`src/rtl/orb_frame_sequencer.sv`:
```
// Frame sequencer wrapping a fixed-latency ORB core: AXI-Stream in -> core -> output FIFO -> AXI-Stream out.
// Optional output stall counter enabled by defining ORB_SEQ_STALL_CNT_EN. CORE_LAT must be at least 2.
module orb_frame_sequencer #(
  parameter int H_ACTIVE   = 720,
  parameter int V_ACTIVE   = 480,
  parameter int CORE_LAT   = 4,
  parameter int FIFO_DEPTH = 8
) (
  input  logic        axi_Mclk,
  input  logic        axi_reset_n,
  input  logic        start,
  input  logic        abort,
  input  logic [31:0] s_axis_tdata,
  input  logic        s_axis_tvalid,
  output logic        s_axis_tready,
  output logic [31:0] core_data,
  output logic        core_en,
  input  logic [31:0] core_result,
  output logic [31:0] m_axis_tdata,
  output logic        m_axis_tvalid,
  input  logic        m_axis_tready,
  output logic        m_axis_tlast,
  output logic [3:0]  m_axis_tkeep,
  output logic [9:0]  hs_cnt,
  output logic [9:0]  vs_cnt,
  output logic        busy,
  output logic        frame_done_intr,
  output logic [1:0]  seq_state,
  output logic [31:0] stall_cnt
);
  localparam int AW = $clog2(FIFO_DEPTH);
  localparam int CW = AW + 1;
  localparam int IW = $clog2(FIFO_DEPTH + CORE_LAT + 2) + 1;
  localparam logic [18:0] LAST_BEAT = 19'(H_ACTIVE * V_ACTIVE - 1);

  typedef enum logic [1:0] {S_IDLE = 2'd0, S_RUN = 2'd1, S_DRAIN = 2'd2, S_DONE = 2'd3} state_t;

  state_t                r_state, w_next;
  logic [31:0]           r_core_data;
  logic                  r_core_en;
  logic [CORE_LAT-1:0]   r_vld_pipe;
  logic [31:0]           r_mem [FIFO_DEPTH];
  logic [AW-1:0]         r_wptr, r_rptr;
  logic [CW-1:0]         r_fcnt;
  logic [9:0]            r_hs, r_vs;
  logic [18:0]           r_obeat;
  logic [IW-1:0]         w_inflight;
  logic                  w_s_tready, w_s_acc, w_push, w_pop, w_m_tvalid, w_last_in, w_start_go;

  // In-flight covers every beat already committed to a FIFO slot: the core_en
  // register, the core latency pipe and the FIFO itself.
  always_comb begin
    w_inflight = IW'(r_fcnt) + IW'(r_core_en);
    for (int i = 0; i < CORE_LAT; i++) w_inflight = w_inflight + IW'(r_vld_pipe[i]);
  end

  assign w_s_tready = (r_state == S_RUN) && (w_inflight < IW'(FIFO_DEPTH));
  assign w_s_acc    = s_axis_tvalid && w_s_tready;
  assign w_push     = r_vld_pipe[CORE_LAT-1];
  assign w_m_tvalid = (r_fcnt != '0);
  assign w_pop      = w_m_tvalid && m_axis_tready;
  assign w_last_in  = (r_hs == 10'(H_ACTIVE - 1)) && (r_vs == 10'(V_ACTIVE - 1));
  assign w_start_go = (r_state == S_IDLE) && start && !abort;

  always_comb begin
    w_next = r_state;
    case (r_state)
      S_IDLE:  if (start) w_next = S_RUN;
      S_RUN:   if (w_s_acc && w_last_in) w_next = S_DRAIN;
      S_DRAIN: if (w_inflight == '0) w_next = S_DONE;
      default: w_next = S_IDLE;
    endcase
    if (abort) w_next = S_IDLE;
  end

  always_ff @(posedge axi_Mclk) begin
    if (!axi_reset_n) r_state <= S_IDLE;
    else              r_state <= w_next;
  end

  always_ff @(posedge axi_Mclk) begin
    if (!axi_reset_n || abort) begin
      r_core_data <= '0;
      r_core_en   <= 1'b0;
      r_vld_pipe  <= '0;
      r_wptr      <= '0;
      r_rptr      <= '0;
      r_fcnt      <= '0;
      r_hs        <= '0;
      r_vs        <= '0;
      r_obeat     <= '0;
    end else begin
      r_core_en  <= w_s_acc;
      if (w_s_acc) r_core_data <= s_axis_tdata;
      r_vld_pipe <= {r_vld_pipe[CORE_LAT-2:0], r_core_en};
      if (w_push) r_wptr <= r_wptr + 1'b1;
      if (w_pop)  r_rptr <= r_rptr + 1'b1;
      r_fcnt <= r_fcnt + CW'(w_push) - CW'(w_pop);
      if (w_start_go) begin
        r_hs    <= '0;
        r_vs    <= '0;
        r_obeat <= '0;
      end else begin
        if (w_s_acc) begin
          if (r_hs == 10'(H_ACTIVE - 1)) begin
            r_hs <= '0;
            r_vs <= (r_vs == 10'(V_ACTIVE - 1)) ? '0 : r_vs + 1'b1;
          end else begin
            r_hs <= r_hs + 1'b1;
          end
        end
        if (w_pop) r_obeat <= (r_obeat == LAST_BEAT) ? '0 : r_obeat + 1'b1;
      end
    end
  end

  // Storage needs no reset: the read path is gated by the occupancy count.
  always_ff @(posedge axi_Mclk) begin
    if (w_push) r_mem[r_wptr] <= core_result;
  end

`ifdef ORB_SEQ_STALL_CNT_EN
  logic [31:0] r_stall;
  always_ff @(posedge axi_Mclk) begin
    if (!axi_reset_n || abort)                                   r_stall <= '0;
    else if (w_start_go)                                         r_stall <= '0;
    else if (r_state != S_IDLE && w_m_tvalid && !m_axis_tready &&
             r_stall != 32'hFFFF_FFFF)                           r_stall <= r_stall + 1'b1;
  end
  assign stall_cnt = r_stall;
`else
  assign stall_cnt = '0;
`endif

  assign s_axis_tready   = w_s_tready;
  assign core_data       = r_core_data;
  assign core_en         = r_core_en;
  assign m_axis_tvalid   = w_m_tvalid;
  assign m_axis_tdata    = w_m_tvalid ? r_mem[r_rptr] : '0;
  assign m_axis_tlast    = w_m_tvalid && (r_obeat == LAST_BEAT);
  assign m_axis_tkeep    = {4{w_m_tvalid}};
  assign hs_cnt          = r_hs;
  assign vs_cnt          = r_vs;
  assign busy            = (r_state != S_IDLE);
  assign frame_done_intr = (r_state == S_DONE);
  assign seq_state       = r_state;

endmodule
```
`config.mk`:
```
export PLATFORM = sky130hd
export DESIGN_NAME = orb_frame_sequencer
export DESIGN_NICKNAME = d
export VERILOG_FILES = /design/src/rtl/orb_frame_sequencer.sv
export SDC_FILE = /design/constraint.sdc
export NUM_CORES = 1
export LEC_CHECK = 0
export CORE_MARGIN = 4
export CORE_UTILIZATION = 26
export CTS_BUF_LIST = sky130_fd_sc_hd__clkbuf_8
export DETAILED_ROUTE_END_ITERATION = 6
export HOLD_SLACK_MARGIN = 0.08
export PLACE_DENSITY = 0.45
export SLEW_MARGIN = 20
export SYNTH_ARGS = -nofsm -noshare
export SYNTH_HDL_FRONTEND = slang
export SYNTH_SLANG_ARGS = --single-unit
```
`constraint.sdc`:
```
create_clock -name axi_Mclk -period 3.5 [get_ports axi_Mclk]
set_input_delay 0.525 -clock axi_Mclk [delete_from_list [all_inputs] [get_ports axi_Mclk]]
set_output_delay 0.525 -clock axi_Mclk [all_outputs]
set_load 0.005 [all_outputs]
```
Word level (Yosys, flattened, before mapping):

Memories as Yosys holds them, arrays and structs flattened. A register that Yosys moved wholly into a read port is not among the register bits.
Index checks and enable logic that the tools add are counted.

* register bits: 88
* bits in writable memories: 256
* input port bits: 70
* output and inout bits: 128
* logic and storage cells: 65
* memories: 1

* $add $sub $neg: 12
* order comparisons: 1
* equal/unequal tests: 9
* multiplexer cells: 12
* bitwise gates (word level): 1
* reductions and logical operators: 19

Memory list
* r_mem: depth 8, bits a word 32, read ports 1, clocked after Yosys merged registers in 1, wr ports 1, RTL line 42 `logic [31:0] r_mem [FIFO_DEPTH];`

Operator list (count)
* 32-bit 2-to-1 mux: 1
* 10-bit by 1-bit adder with 10-bit output, second input constant: 2
* 5-bit by 1-bit adder with 5-bit output: 4
* 10-bit 2-to-1 mux: 2
* 19-bit by 1-bit adder with 19-bit output, second input constant: 1
* 19-bit equality test, second input constant: 1
* 19-bit 2-to-1 mux: 1
* 10-bit equality test, second input constant: 1
* 10-bit by 9-bit equality test with 1-bit output, second input constant: 1
* 1-bit logical AND: 8
* 3-bit by 1-bit adder with 3-bit output, second input constant: 2
* 2-bit 2-to-1 mux: 3
* 3-bit 2-to-1 mux: 2
* 2-bit one-hot mux with 3 select lines: 1
* 4-bit by 1-bit adder with 5-bit output: 1
* 5-bit zero test: 1
* 5-bit by 4-bit less-than comparator with 1-bit output, second input constant: 1
* 4-bit by 1-bit adder with 4-bit output: 1
* 2-bit equality test, second input constant: 2
* 2-bit != test, second input constant: 2
* 4-bit nonzero test: 1
* 2-bit OR reduction: 2
* 4-bit by 1-bit subtractor with 4-bit output: 1
* 3-bit AND reduction: 1
* 9 further kinds: 11

Logic depth before layout (Yosys ltp):

Gate-level depths: netlist (run 1).

* depth after elaboration: 11
* gate-level depth with buffers: 14
* mapped depth without buffers: 13

Worst setup path after synthesis (run 1):

No wires, ideal clock.

* path kind: reg-to-reg
* start: reg r_core_en (netlist: core_en)
* end: reg r_state[1] (netlist: seq_state[1])
* library setup time: 0.070 ns
* data arrival time: 3.207 ns
* slack: 0.223 ns
* stages on the path, launching flop included: 13
* path buffers: 0
* period minus slack after synthesis: 3.277 ns
* path through: dfxtp_1 fa_1 inv_1 fa_1 inv_1 ha_1 inv_1 fa_1 or4b_1 o21ai_0 o221ai_1 or3b_1 a21oi_1

* longest elaborated chain between the ends: 11

Ends and longest elaborated chain
* start: declaration: RTL line 40 `logic r_core_en;`
* start signal: assignment: RTL line 93 `r_core_en <= w_s_acc;`
* 4-bit by 1-bit adder with 5-bit output (*): RTL line 53 `w_inflight = IW'(r_fcnt) + IW'(r_core_en);`
* 5-bit by 1-bit adder with 5-bit output (*) (4 in series): RTL line 54 `for (int i = 0; i < CORE_LAT; i++) w_inflight = w_inflight + IW'(r_vld_pipe[i]);`
* 5-bit by 4-bit less-than comparator with 1-bit output: RTL line 57 `assign w_s_tready = (r_state == S_RUN) && (w_inflight < IW'(FIFO_DEPTH));`
* 1-bit logical AND: RTL line 57
* 1-bit logical AND: RTL line 58 `assign w_s_acc = s_axis_tvalid && w_s_tready;`
* 1-bit logical AND: RTL line 69 `S_RUN: if (w_s_acc && w_last_in) w_next = S_DRAIN;`
* 2-bit by 1-bit != test with 1-bit output (no line)
* 3-bit AND reduction (no line) (*)
* end signal: assignment: RTL line 78 `else r_state <= w_next;`
* end: declaration: RTL line 38 `state_t r_state, w_next;`

Mark *: on every way between the ends. The rest lies on a longest branch, timed or not.
A chain may end at the register's enable or synchronous reset.

Worst setup path after layout (run 1):

* start: reg r_vld_pipe[2]
* end: out s_axis_tready

* longest elaborated chain between the ends: 4

Ends and longest elaborated chain
* start: declaration: RTL line 41 `logic [CORE_LAT-1:0] r_vld_pipe;`
* start signal: assignment: RTL line 95 `r_vld_pipe <= {r_vld_pipe[CORE_LAT-2:0], r_core_en};`
* 5-bit by 1-bit adder with 5-bit output (2 in series): RTL line 54
* 5-bit by 4-bit less-than comparator with 1-bit output: RTL line 57
* 1-bit logical AND: RTL line 57
* end: declaration: RTL line 15 `output logic s_axis_tready,`

Every way passes these cells.

==> out/metrics.csv, run 1 <==
stage;metric;value;unit
logic_synthesis;synth.top_cell.area_share;54.5;%
logic_synthesis;ys_seq_area_share;67.5;%
logic_synthesis;yosysUniqueCellTypes;55;
logic_synthesis;syn_avg_cell_area;15.6;µm²
power_and_ir_drop;p_int;6.91;mW
placed_design;placed_cell_area;0.0167;mm²
setup_path;endpoint;s_axis_tready;
power_and_ir_drop;p_clk_share;37.4;%
floorplan;dieArea;0.0580;mm²
timing;slew_violations;0;
detailed_routing;avgRoutedWirePerCell;17.9;µm
detailed_routing;ant_nets;0;
hold_path;hold_class;flop to flop;
placed_design;place_congestion;0.723;
setup_path;worstSetupEndpointType;output port;
setup_path;reg2reg_to;seq_state[1];
cells_and_area;nets;1213;
power_and_ir_drop;vdd_drop_max;0.000255;V
timing;finalSetupViolCount;1;
placed_design;hpwl;20.3;mm
timing;fin_skew;0.0420;ns
cells_and_area;final_area;0.0179;mm²
floorplan;die_x;241;µm
power_and_ir_drop;switching_share;25.3;%
timing;worst_slack;-0.0929;ns
floorplan;die_y;241;µm
cells_and_area;fin_util;33.3;%
setup_path;cp_num_buf_inv;4;
global_routing;antenna_found_initial;3;
setup_path;crit_family;adder cells;
setup_path;r2r_cells;12;
timing;finalHoldViolCount;0;
cells_and_area;syn_to_final_growth;26.9;%
timing;tightest_slew;0.743;ns
clock_network;max-clock-path-buffers;3;
logic_synthesis;yosysWarnings;0;
setup_path;max_stage_delay;0.53;ns
setup_path;path_cells;fa_1 > inv_1 > fa_1 > inv_2 > ha_4 > inv_2 > fa_2 > nand3_2 > o211a_1 > nor3_2 > buf_2;
logic_synthesis;syn_inst;902;
power_and_ir_drop;p_leak;5.62;nW
floorplan;core_area;0.0537;mm²
setup_path;worst-setup-path-type;flop to output port;
power_and_ir_drop;p_seq_share;48.3;%
logic_synthesis;ys_async_sr_fraction;0;%
clock_network;holdBufCountCts;0;
logic_synthesis;synthTopCellsByArea;edfxtp_1, dfxtp_1, mux4_2;
floorplan;initial_utilization;26.2;%
clock_network;tritoncts;done;
power_and_ir_drop;comb_power_share;14.4;%
logic_synthesis;synth_seq_cells;347;
detailed_routing;via_per_inst;4.30;
setup_path;worstSetupStartpoint;r_vld_pipe[2];
logic_synthesis;ys.flop_type;edfxtp_1;
clock_network;h-tree-depth;2;
power_and_ir_drop;p_switching;2.34;mW
detailed_routing;drt-pass1-iter-count;6;
setup_path;path_max_fanout;2;
setup_path;r2r_slack;0.12;ns
setup_path;cp.depth;11;
global_routing;grt_pass1_wl;51.0;mm
detailed_routing;vias;8041;
global_routing;grt-ovfl-total;0;
outcome;violations;negative setup slack;
timing;fmax;0.278;GHz
setup_path;worstPathRequired;2.97;ns
floorplan;ioPinCount;198;
clock_network;cts-root-buf;clkbuf_8;
cells_and_area;drive_gt1_share;17.2;%
clock_network;clk_pin_slew_worst_paths;0.05;ns
global_routing;grt_usage;11.5;%
detailed_routing;drc;0;
timing;finalCritPeriodShare;103;%
outcome;status;finished with violations;
clock_network;clk_latency;0.66;ns
timing;rsz0062_at_grt;yes;
power_and_ir_drop;power_density;517;mW/mm²
logic_synthesis;synth-edff-count;256;
detailed_routing;postRouteWirelength;33.5;mm
placed_design;dp_slack;-0.0620;ns
setup_path;cp_slowest_cell;fa_1;
logic_synthesis;syn_area;0.0141;mm²
detailed_routing;drt_iter0_drc;373;
run;drv_cap;0;
floorplan;rows;85;
clock_network;cts_buffers;61;
setup_path;r2r-start;r_vld_pipe[2];
setup_path;cp_data_arrival_time;3.07;ns
timing;slew_headroom;50.4;%
global_routing;grt_max_degree;65;
clock_network;cts_sinks;347;
placed_design;port-buffer-count;165;
global_routing;grt_pass1_vias;8389;
timing;fin_crit;3.59;ns
logic_synthesis;yosys.area.top_type;edfxtp_1;
setup_path;start_kind;flop;
kinds of logic (layout without fill, tap and decap cells):
kind of cell               count (synthesis)  count (layout)  synth area share, %
DFF                                      347             347                 67.5
and+or+nand+nor                          238             238                 8.09
muxes                                    130             130                 14.9
buffers and inverters                     93             330                 3.59
AOI/OAI and AO/OA                         37              37                 1.64
xor gates and xnor gates                  34              34                 2.11
adders and majority gates                 22              22                 2.17
other                                      1              35               0.0266
stage by stage:
stage | TNS [ns] | hold slack (ns) | total power [mW] | cells
global placement | -0.0121 | 0.472 | 5.92 | 1753
floorplan | 0 | 0.437 | 5.24 | 933
detailed placement | -0.0620 | 0.475 | 5.92 | 1753
finish | -0.0929 | 0.482 | 9.25 | 1869
CTS | -0.322 | 0.416 | 9.47 | 1865
global route | -0.333 | 0.433 | 9.77 | 1867
power by group through the flow:
| stage | clock (mW) | combinational [mW] | sequential, mW |
|---|---|---|---|
| 4_1_cts | 3.63 | 1.38 | 4.46 |
| 3_5_place_dp | 0 | 1.37 | 4.55 |
| 2_1_floorplan | 0 | 0.712 | 4.53 |
| 3_3_place_gp | 0 | 1.37 | 4.55 |
| 6_report | 3.45 | 1.33 | 4.46 |
| 5_1_grt | 3.83 | 1.48 | 4.46 |
how the worst min path moves through the flow:
| stage | cells past startpoint | slack, ns | startpoint | to |
|---|---|---|---|---|
| 2_1_floorplan | 1 | 0.44 | r_vld_pipe[1] | r_vld_pipe[2] |
| 3_5_place_dp | 2 | 0.47 | r_rptr[1] | flop |
| 4_1_cts | 3 | 0.42 | s_axis_tdata[31] | core_data[31] |
| 5_1_grt | 3 | 0.43 | s_axis_tdata[31] | core_data[31] |
| 3_3_place_gp | 2 | 0.47 | r_rptr[1] | flop |
| 6_report | 2 | 0.48 | r_rptr[1] | flop |
synth_stat cells, drive strengths merged (5+ instances only):
cell type / count
edfxtp: 256
nor2: 117
dfxtp: 91
mux2i: 66
mux4: 64
buf: 49
nand2: 30
xnor2: 26
inv: 22
clkbuf: 21
nand3: 20
nor3: 20
ha: 18
a21oi: 16
nand4: 10
o21ai: 10
xor2: 8
and2: 5
and4: 5
timing repair:
item                                   in CTS  in global routing
resized for setup                          11                  5
setup endpoints to repair                   1                  5
pin swaps                                   3                  4
buffers inserted                            0                  1
endpoints found under the hold margin       0                  0
metal layers:
metal  GRT usage, %  wire length [µm]  vias up
met5              0                 0        -
met4           3.25               660        0
met3           3.81              2140       48
met2           18.3             15700      210
met1           15.0             15000     4005
li1               -                 -     3778
sequential cells by signal (all words and copies together) (netlist names), 2 cells and up, named ones only:
register and count:
r_vld_pipe 4, r_wptr 3, r_mem 256, core_data 32
vs_cnt 10, hs_cnt 10, r_fcnt 4, r_obeat 19
seq_state 2, r_rptr 3
cell type report:
type,count,area (µm²)
Tap cell,696,871
Clock inverter,48,244
Inverter,23,86.3
Fill cell,5216,35800
Antenna cell,3,7.51
Timing Repair Buffer,195,2000
Multi-Input combinational cell,493,4290
Clock buffer,64,881
Sequential cell,347,9520
tightest hold or removal path, stage by stage (launching register included):
cell	delay [ns]
dfxtp_1	0.31
nand2_1	0.05
a21oi_1	0.07
cells in the final DEF (no fill, tap or decap), types with 6 or more instances in the layout:
master,synthesis,layout
a21oi_1,16,16
clkinv_1,1,16
edfxtp_1,256,256
nand3_1,19,18
clkinv_2,0,6
ha_1,18,16
dfxtp_1,91,86
inv_1,22,43
mux4_2,64,64
mux2i_1,66,66
xnor2_1,26,26
xor2_1,8,8
nor2_1,115,108
clkbuf_8,0,64
buf_12,0,10
nand2_1,30,30
nor2_4,1,8
nand4_1,10,10
buf_4,40,20
clkdlybuf4s50_1,0,164
nor3_1,20,17
conb_1,1,32
o21ai_0,9,8
(Power assumes the default switching activity.)
==> inputs of run 2 (changes only) <==
--- a/config.mk
+++ b/config.mk
@@ -5,9 +5,9 @@
 export SDC_FILE = /design/constraint.sdc
 export NUM_CORES = 1
 export LEC_CHECK = 0
+export ABC_AREA = 1
 export CORE_MARGIN = 4
 export CORE_UTILIZATION = 26
-export CTS_BUF_LIST = sky130_fd_sc_hd__clkbuf_8
 export DETAILED_ROUTE_END_ITERATION = 6
 export HOLD_SLACK_MARGIN = 0.08
 export PLACE_DENSITY = 0.45
==> run 2 against run 1 <==
Against the previous run:
- sequential share of layout area is 1.7 points lower
- cell count is 25% higher
- die area is 3.5% higher
- register-to-register slack better by 0.16 ns
- the run still ends with negative setup slack left
- clock power is 18% higher
- critical path type unchanged
- clock-buffer cell count is 6 lower
- sequential power hardly changed
- sequential cell count stayed put
- wire length is 15% higher
- core utilization is 0.070 points higher
- synthesized cell count is 53% higher
- first-iteration DRC count is 36% higher
==> out/metrics.csv, run 2 <==
stage;metric;value;unit;change
timing;fin_tns_setup;-0.00416;ns;was -0.0929 ns
timing;fmax;0.285;GHz;was 0.278 GHz
cells_and_area;layout_commonest_cell;nor2_1;;was edfxtp_1
logic_synthesis;yosys-top-cells-count;nor2_1, edfxtp_1, o21ai_0;;was edfxtp_1, nor2_1, dfxtp_1
setup_path;r2r-start;r_vld_pipe[2];;unchanged
placed_design;placed_cell_area;0.0172;mm²;was 0.0167 mm²
setup_path;path_max_fanout;3;;was 2
setup_path;crit_family;adder cells;;unchanged
power_and_ir_drop;p_clk_share;39.6;%;was 37.4%
logic_synthesis;yosysWarnings;0;;unchanged
cells_and_area;fin_cells;2333;;was 1869
clock_network;h-tree-depth;2;;unchanged
global_routing;grt_usage;12.6;%;was 11.5%
cells_and_area;nets;1647;;was 1213
hold_path;min_to;r_vld_pipe[3];;
logic_synthesis;ys.flop_type;edfxtp_1;;unchanged
global_routing;grt-ovfl-total;0;;unchanged
logic_synthesis;yosysMostFrequentCell;nor2_1;;was edfxtp_1
timing;slew_headroom;43.7;%;was 50.4%
logic_synthesis;syn_inst;1381;;was 902
detailed_routing;drt-pass1-iter-count;4;;was 6
setup_path;start_kind;flop;;unchanged
floorplan;die_y;245;µm;was 241 µm
setup_path;worstPathRequired;2.97;ns;about the same
logic_synthesis;yosysUniqueCellTypes;41;;was 55
logic_synthesis;synth-edff-count;256;;unchanged
cells_and_area;diodes;0;;was 3
global_routing;grt_pass1_wl;60.1;mm;was 51.0 mm
clock_network;clk_pin_slew_worst_paths;0.06;ns;was 0.05 ns
power_and_ir_drop;p_int;7.59;mW;was 6.91 mW
power_and_ir_drop;comb_power_share;16.8;%;was 14.4%
clock_network;cts_sinks;347;;unchanged
placed_design;place_congestion;0.798;;was 0.723
floorplan;die_x;245;µm;was 241 µm
detailed_routing;ant_nets;0;;unchanged
setup_path;max_stage_delay;0.53;ns;about the same
timing;slew_violations;0;;unchanged
logic_synthesis;synthTopCellsByArea;edfxtp_1, dfxtp_1, nor2_1;;was edfxtp_1, dfxtp_1, mux4_2
clock_network;cts_buffers;41;;was 61
cells_and_area;largest_reg_flops;256;;unchanged
hold_path;min_from;r_vld_pipe[2];;was r_rptr[1]
floorplan;dieArea;0.0600;mm²;was 0.0580 mm²
power_and_ir_drop;p_leak;6.11;nW;was 5.62 nW
hold_path;hold-path-cell-count;2;;unchanged
global_routing;grt_max_degree;82;;was 65
placed_design;dp_slack;0.0692;ns;was -0.0620 ns
logic_synthesis;syn_avg_cell_area;10.6;µm²;was 15.6 µm²
setup_path;path_cells;fa_1 > inv_1 > fa_1 > inv_2 > ha_4 > inv_2 > fa_2 > inv_2 > nand2_1 > nand2_1 > nand3_2 > nand2_2 > nor2_4 > buf_2;;was fa_1 > inv_1 > fa_1 > inv_2 > ha_4 > inv_2 > fa_2 > nand3_2 > o211a_1 > nor3_2 > buf_2
power_and_ir_drop;switching_share;25.9;%;was 25.3%
timing;timing.hold.ws;0.454;ns;was 0.482 ns
setup_path;cpMostUsedCell;inv_2;;
global_routing;grt_pass1_vias;10100;;was 8389
setup_path;r2r_cells;18;;was 12
floorplan;initial_utilization;26.4;%;was 26.2%
timing;rsz0062_at_grt;yes;;unchanged
detailed_routing;avgRoutedWirePerCell;16.5;µm;was 17.9 µm
clock_network;max-clock-path-buffers;3;;unchanged
logic_synthesis;ys_seq_area_share;65.1;%;was 67.5%
cells_and_area;syn_to_final_growth;26.5;%;was 26.9%
timing;tightest_slew;0.842;ns;was 0.743 ns
logic_synthesis;synth_seq_cells;347;;unchanged
placed_design;dp_cells;2258;;was 1753
setup_path;cp_data_arrival_time;2.98;ns;was 3.07 ns
timing;finalCritPeriodShare;100;%;was 103%
floorplan;ioPinCount;198;;unchanged
cells_and_area;drive_gt1_share;9.65;%;was 17.2%
floorplan;rows;86;;was 85
timing;fin_crit;3.50;ns;was 3.59 ns
setup_path;reg2reg_to;vs_cnt[4];;was seq_state[1]
detailed_routing;drt_iter0_drc;506;;was 373
run;drv_cap;0;;unchanged
setup_path;cp_slowest_cell;fa_1;;unchanged
outcome;status;finished with violations;;unchanged
detailed_routing;vias;10400;;was 8041
detailed_routing;postRouteWirelength;38.5;mm;was 33.5 mm
setup_path;worstSetupEndpointType;output port;;unchanged
power_and_ir_drop;p_seq_share;43.6;%;was 48.3%
cells_and_area;largest-register;r_mem;;unchanged
setup_path;r2r_slack;0.28;ns;was 0.12 ns
power_and_ir_drop;p_total;10.2;mW;was 9.25 mW
setup_path;worst-setup-path-type;flop to output port;;unchanged
detailed_routing;drc;0;;unchanged
timing;finalHoldViolCount;0;;unchanged
outcome;violations;negative setup slack;;unchanged
setup_path;cp_num_buf_inv;5;;was 4
power_and_ir_drop;power_density;555;mW/mm²;was 517 mW/mm²
clock_network;clk_latency;0.56;ns;was 0.66 ns
clock_network;tritoncts;done;;unchanged
cells_and_area;fin_util;33.4;%;was 33.3%
timing;worst_slack;-0.00416;ns;was -0.0929 ns
logic_synthesis;yosys.area.top_type;edfxtp_1;;unchanged
clock_network;cts-root-buf;clkbuf_16;;was clkbuf_8
global_routing;antenna_found_initial;2;;was 3
logic_synthesis;syn_area;0.0146;mm²;was 0.0141 mm²
logic_synthesis;synth.top_cell.area_share;52.7;%;was 54.5%
cells_and_area;most-common-layout-cells;nor2_1, edfxtp_1, o21ai_0;;was edfxtp_1, clkdlybuf4s50_1, nor2_1
hold_path;hold_class;flop to flop;;unchanged
timing;fin_skew;0.0146;ns;was 0.0420 ns
floorplan;core_area;0.0553;mm²;was 0.0537 mm²
cells_and_area;final_area;0.0185;mm²;was 0.0179 mm²
logic_synthesis;ys_async_sr_fraction;0;%;unchanged
power_and_ir_drop;vdd_drop_max;0.000318;V;was 0.000255 V
power_and_ir_drop;p_switching;2.66;mW;was 2.34 mW
timing;finalSetupViolCount;1;;unchanged
placed_design;port-buffer-count;165;;unchanged
detailed_routing;via_per_inst;4.44;;was 4.30
placed_design;hpwl;23.4;mm;was 20.3 mm
-- run 2: area by class of cell --
cell class / instances / area (µm²)
Clock buffer: 58 / 1160
Clock inverter: 15 / 123
Fill cell: 5676 / 36800
Inverter: 75 / 284
Multi-Input combinational cell: 888 / 4440
Sequential cell: 347 / 9520
Tap cell: 748 / 936
Timing Repair Buffer: 202 / 2000
-- run 2: timing repair --
item                                    4_1_cts  5_1_grt
endpoints found under the hold margin         0        0
resized for setup                             9        4
buffers inserted                              1        1
hold buffers                                  0        0
endpoints found under the setup margin        1       11
pin swaps                                     3        1
-- run 2: power by group through the flow --
stage	Sequential (mW)	Combinational, mW	Clock (mW)
final	4.47	1.72	4.06
after detailed placement	4.56	1.76	0
after floorplan	4.54	0.879	0
after global routing	4.47	1.94	4.38
after CTS	4.47	1.77	4.21
after global placement	4.56	1.75	0
-- run 2: per-layer routing --
metal,global-route usage (%),share of wire (%)
met1,16.8,46
met3,4.51,7.6
met5,0,0.075
met4,3.37,2.2
met2,19.5,44
-- run 2: how the worst max path moves through the flow --
stage | start | slack (ns) | cells after the start | endpoint
6_report | r_vld_pipe[2] | -0.004 | 14 | s_axis_tready
5_1_grt | r_vld_pipe[2] | -0.16 | 14 | s_axis_tready
4_1_cts | r_vld_pipe[2] | -0.18 | 14 | s_axis_tready
3_5_place_dp | core_en | 0.07 | 14 | s_axis_tready
3_3_place_gp | core_en | 0.07 | 14 | s_axis_tready
2_1_floorplan | core_en | 0.55 | 17 | hs_cnt[4]
-- run 2: worst min-delay path, delay by kind of cell, from the launching register on --
kind,cells,cell delay [ns]
flip-flops,1,0.33
buffers and inverters,1,0.05
AND/OR/NAND/NOR,1,0.04
-- run 2: cell families (layout without fill, tap and decap cells) --
family                     Yosys count  after routing  synth area share [%]
adders and majority gates           22             22                  2.09
AOI/OAI and AO/OA                  307            307                  11.4
DFF                                347            347                  65.1
xor gates and xnor gates            17             17                  1.02
buffers and inverters              177            350                  5.76
and+or+nand+nor                    510            510                  14.6
other                                1             32                0.0257
